--- src/rtl/if_fetch.sv ---
// Instruction-fetch stage: generates the PC, runs the imem req/ack handshake and
// holds one fetched instruction until the pipeline consumes it.
module if_fetch #(
    parameter int unsigned           ADDR_W   = 32,
    parameter int unsigned           DATA_W   = 32,
    parameter logic [ADDR_W-1:0]     RESET_PC = '0
) (
    input  logic              clk,
    input  logic              rst,
    input  logic [5:0]        stall,
    input  logic              flush,
    input  logic [ADDR_W-1:0] new_pc,
    input  logic              branch_flag_i,
    input  logic [ADDR_W-1:0] branch_target_address_i,
    output logic              imem_req_o,
    output logic [ADDR_W-1:0] imem_addr_o,
    input  logic              imem_ack_i,
    input  logic [DATA_W-1:0] imem_rdata_i,
    output logic [ADDR_W-1:0] if_pc,
    output logic [DATA_W-1:0] if_inst,
    output logic              stallreq_o
);

    typedef enum logic [1:0] {
        ST_IDLE  = 2'd0,
        ST_REQ   = 2'd1,
        ST_VALID = 2'd2
    } state_t;

    state_t            state_q, state_d;
    logic [ADDR_W-1:0] pc_q, pc_d;
    logic              req_q, req_d;
    logic [ADDR_W-1:0] addr_q, addr_d;
    logic [DATA_W-1:0] buf_q, buf_d;
    logic [ADDR_W-1:0] buf_pc_q, buf_pc_d;
    logic              squash_q, squash_d;
    logic              pend_valid_q, pend_valid_d;
    logic [ADDR_W-1:0] pend_target_q, pend_target_d;

    logic [ADDR_W-1:0] flush_pc;
    logic [ADDR_W-1:0] br_target;
    logic [ADDR_W-1:0] pc_next;

    // Only stall[0] concerns this stage; the other bits belong to later stages.
    logic unused_stall;
    assign unused_stall = ^stall[5:1];

    // Fetch addresses are always word aligned.
    assign flush_pc  = {new_pc[ADDR_W-1:2], 2'b00};
    assign br_target = {branch_target_address_i[ADDR_W-1:2], 2'b00};

    always_ff @(posedge clk) begin
        if (rst) begin
            state_q       <= ST_IDLE;
            pc_q          <= RESET_PC;
            req_q         <= 1'b0;
            addr_q        <= '0;
            buf_q         <= '0;
            buf_pc_q      <= '0;
            squash_q      <= 1'b0;
            pend_valid_q  <= 1'b0;
            pend_target_q <= '0;
        end else begin
            state_q       <= state_d;
            pc_q          <= pc_d;
            req_q         <= req_d;
            addr_q        <= addr_d;
            buf_q         <= buf_d;
            buf_pc_q      <= buf_pc_d;
            squash_q      <= squash_d;
            pend_valid_q  <= pend_valid_d;
            pend_target_q <= pend_target_d;
        end
    end

    // Next-state: flush dominates; otherwise branches are recorded and the FSM advances.
    always_comb begin
        state_d       = state_q;
        pc_d          = pc_q;
        req_d         = req_q;
        addr_d        = addr_q;
        buf_d         = buf_q;
        buf_pc_d      = buf_pc_q;
        squash_d      = squash_q;
        pend_valid_d  = pend_valid_q;
        pend_target_d = pend_target_q;
        pc_next       = ADDR_W'(buf_pc_q + ADDR_W'(4));

        if (flush) begin
            pc_d         = flush_pc;
            pend_valid_d = 1'b0;
            if (state_q == ST_REQ && !imem_ack_i) begin
                // Request cannot be withdrawn; drop its data when it returns.
                squash_d = 1'b1;
            end else begin
                squash_d = 1'b0;
                req_d    = 1'b1;
                addr_d   = flush_pc;
                state_d  = ST_REQ;
            end
        end else begin
            if (branch_flag_i) begin
                pend_valid_d  = 1'b1;
                pend_target_d = br_target;
            end
            case (state_q)
                ST_IDLE: begin
                    req_d   = 1'b1;
                    addr_d  = pc_q;
                    state_d = ST_REQ;
                end
                ST_REQ: begin
                    if (imem_ack_i) begin
                        if (squash_q) begin
                            squash_d = 1'b0;
                            addr_d   = pc_q;
                        end else begin
                            buf_d    = imem_rdata_i;
                            buf_pc_d = addr_q;
                            req_d    = 1'b0;
                            state_d  = ST_VALID;
                        end
                    end
                end
                ST_VALID: begin
                    if (!stall[0]) begin
                        if (branch_flag_i) begin
                            pc_next = br_target;
                        end else if (pend_valid_q) begin
                            pc_next = pend_target_q;
                        end
                        pc_d         = pc_next;
                        pend_valid_d = 1'b0;
                        req_d        = 1'b1;
                        addr_d       = pc_next;
                        state_d      = ST_REQ;
                    end
                end
                default: state_d = ST_IDLE;
            endcase
        end
    end

    assign imem_req_o  = req_q;
    assign imem_addr_o = addr_q;
    assign stallreq_o  = (state_q != ST_VALID) && !rst;
    assign if_pc       = rst ? '0 : ((state_q == ST_VALID) ? buf_pc_q : pc_q);
    assign if_inst     = (rst || state_q != ST_VALID) ? '0 : buf_q;

endmodule

--- config.mk ---
export PLATFORM = sky130hd
export DESIGN_NAME = if_fetch
export DESIGN_NICKNAME = d
export VERILOG_FILES = /design/src/rtl/if_fetch.sv
export SDC_FILE = /design/constraint.sdc
export NUM_CORES = 1
export LEC_CHECK = 0
export CAP_MARGIN = 40
export CORE_MARGIN = 2
export CORE_UTILIZATION = 46
export DETAILED_ROUTE_END_ITERATION = 6
export MAX_ROUTING_LAYER = met4
export PLACE_DENSITY = 0.84
export RECOVER_POWER = 25
export SYNTH_ARGS = -nofsm -noshare
export SYNTH_HDL_FRONTEND = slang
export SYNTH_SLANG_ARGS = --single-unit
--- constraint.sdc ---
create_clock -name clk -period 2.5 [get_ports clk]
set_clock_uncertainty 0.05 [all_clocks]
set_input_delay 0.75 -clock clk [delete_from_list [all_inputs] [get_ports clk]]
set_output_delay 0.75 -clock clk [all_outputs]
set_load 0.01 [all_outputs]
==> results.json <==
{
  "status": "finished with violations",
  "violations": "negative setup slack",
  "seq_power_share": 0.408,
  "yosysSeqAreaShare": 0.381,
  "fin_ws_ns": -0.161,
  "layout_commonest_cell": "nand2_1",
  "nFillCells": 1300,
  "die_area_um2": 19800,
  "relSlewSlack": 0.517,
  "ys.flop_type": "dfxtp_1",
  "port_buffers": 195,
  "p_per_area_nw_per_um2": 546,
  "rows": 49,
  "cts.sinks": 163,
  "hpwl_mm": 22.2,
  "tightest_slew_ns": 0.717,
  "clock_latency_ns": 0.44,
  "synth_cells": 1180,
  "ir_drop_uv": 571,
  "antenna_found_initial": 1,
  "setup_tns_ns": -7.32,
  "design_area_um2": 12800,
  "globalplace.congestion": 1.01,
  "rsz0062_at_grt": "true",
  "worstPathCellList": "dlygate4sd3_1 > inv_1 > clkbuf_2 > and3_1 > mux2i_1 > o211ai_1 > nor2_1 > o32ai_1",
  "clk_pin_slew_worst_paths_ns": 0.06,
  "final_cell_mix": "nand2_1 (284), dfxtp_1 (157), a21oi_1 (136)",
  "cts_buffers": 17,
  "grt.total_usage": 0.348,
  "grt_pass1_wl_mm": 53.3,
  "p_switching_mw": 2.00,
  "drive_above_1_share": 0.242,
  "drt_iter0_drc": 1574,
  "wl_mm": 35.6,
  "vias_per_cell": 6.26,
  "synth_edf_count": 0,
  "async_flop_share": 0,
  "place_ws_ns": -0.246,
  "gr-total-overflow": 0,
  "final_hold_viol_count": 0,
  "fin_worst_hold_slack_ns": 0.406,
  "clkPwrFrac": 0.392,
  "dr.pass1.iters": 7,
  "htreeDepth": 4,
  "ys_types": 62,
  "drtAntennaViolNets": 0,
  "leakagePower_nw": 4.88,
  "grt_max_degree": 45,
  "dp.cells": 1622,
  "cts-root-buf": "clkbuf_16",
  "critPathSlowestCell": "dlygate4sd3_1",
  "wl_per_cell_um": 21.1,
  "clockBufferDepth": 2,
  "period_share": 1.06,
  "cell_internal_pwr_mw": 5.00,
  "finalCriticalPeriod_ns": 2.66,
  "boundaryPins": 205,
  "core_um2": 18100,
  "crit_path_end_kind": "flop",
  "syn_avg_cell_area_um2": 7.27,
  "syn_to_final_growth_pct": 49.7,
  "vias": 10600,
  "hold_class": "flop to flop",
  "start_kind": "input port",
  "setup_violations": 79,
  "critPathMaxFanout": 13,
  "layout.cells.non_filler": 1686,
  "die_x_um": 141,
  "dpl_cell_area_um2": 11500,
  "worst_path_largest_cell_delay_ns": 0.64,
  "ys_warn_count": 0,
  "power_mw": 7.01,
  "cts_tree": "done",
  "worstPathRequired_ns": 2.78,
  "dieHeight_um": 141,
  "syn-num-nets": 1292,
  "start_util": 0.473,
  "nNetsFinal": 1555,
  "combPwrFrac": 0.200,
  "cap_viol_max_count": 0,
  "crit_type": "input port to flop",
  "fmax_mhz": 376,
  "remaining_drc_errors": 0,
  "p_sw_frac": 0.286,
  "grt_pass1_vias": 10000,
  "syn-cell-area_um2": 8580,
  "drv_slew": 0,
  "ys_seq_elements": 163,
  "worst_ep_arrival_time_ns": 2.94,
  "post-route-util": 0.708
}
## layout make-up
type / count / area (um^2) / area share
Multi-Input combinational cell: 898 / 5280 / 0.411
Timing Repair Buffer: 347 / 3340 / 0.260
Sequential cell: 163 / 3270 / 0.255
Clock buffer: 20 / 447 / 0.0348
Tap cell: 229 / 287 / 0.0223
Clock inverter: 12 / 154 / 0.0120
Inverter: 16 / 67.6 / 0.00526
Antenna cell: 1 / 2.50 / 0.000195
## power groups by stage
stage	registers [mW]	logic (mW)	clock network (mW)
floorplan	2.89	0.563	0
global placement	2.89	1.22	0
detailed placement	2.89	1.25	0
CTS	2.84	1.34	2.75
global route	2.86	1.47	2.86
finish	2.85	1.40	2.75
## state kept, by name, summed over array words and instances (netlist names)
name and flops:
buf_pc_q 32, buf_q 32, imem_addr_o 32, imem_req_o 1
pc_q 32, pend_target_q 30, pend_valid_q 1, squash_q 1
state_q 2
## synth_stat cells (8+ instances only)
| master | count | share of area |
|---|---|---|
| nor3_1 | 15 | 0.0088 |
| nand3_1 | 26 | 0.015 |
| buf_1 | 9 | 0.0039 |
| and2_1 | 33 | 0.024 |
| a21oi_1 | 148 | 0.086 |
| o21ai_0 | 48 | 0.028 |
| mux2i_1 | 26 | 0.030 |
| or3_1 | 9 | 0.0066 |
| o32ai_1 | 12 | 0.012 |
| inv_1 | 15 | 0.0066 |
| nor2_1 | 79 | 0.035 |
| o22ai_1 | 15 | 0.011 |
| clkbuf_1 | 86 | 0.038 |
| nor2b_1 | 20 | 0.015 |
| nand2b_1 | 13 | 0.0095 |
| and3_1 | 8 | 0.0058 |
| xnor2_1 | 8 | 0.0082 |
| a311oi_1 | 8 | 0.0082 |
| a31oi_1 | 19 | 0.014 |
| o211ai_1 | 8 | 0.0070 |
| dfxtp_1 | 163 | 0.38 |
| nand2_1 | 292 | 0.13 |
## timing repair
action,in CTS,in global routing
hold endpoints to repair,0,0
pin swaps,44,15
gates cloned,8,1
hold buffers,0,0
resized for setup,386,40
endpoints found under the setup margin,70,82
buffers inserted,18,5
## metal layers
| metal | global-route usage | wire [um] | vias up |
|---|---|---|---|
| met3 | 0.0991 | 4690 | 200 |
| met2 | 0.547 | 16100 | 863 |
| met4 | 0.131 | 1800 | 0 |
| met5 | - | 0 | - |
| li1 | - | - | 4642 |
| met1 | 0.427 | 13000 | 4848 |
## worst max-delay path, delay by kind of cell
kind	cells	cell delay (ns)
muxes	1	0.06
AOI/OAI and AO/OA	2	0.57
buffers and inverters	3	1.21
and+or+nand+nor	2	0.35
## path summary, 6_finish.rpt
path	depth (start not counted)	start	to	slack, ns
worst max-delay path	8	branch_flag_i	pc_q[9]$_SDFFE_PP0P_	-0.16
worst min-delay path	2	pend_target_q[24]$_SDFFE_PP0P_	pend_target_q[24]$_SDFFE_PP0P_	0.41
worst max register to register	8	buf_pc_q[2]$_SDFFE_PP0P_	imem_addr_o[26]$_SDFFE_PP0P_	-0.04
worst min register to register	2	pend_target_q[24]$_SDFFE_PP0P_	pend_target_q[24]$_SDFFE_PP0P_	0.41
## kinds of logic after synthesis
group / share of synthesized area
AND/OR/NAND/NOR: 0.279
AO/OA/AOI/OAI: 0.233
flip-flops: 0.381
buffers and inverters: 0.0559
multiplexers: 0.0317
XOR/XNOR: 0.0123
adder cells (fa/ha/maj): 0.00730
No activity file was read; power rests on OpenSTA's default activity.
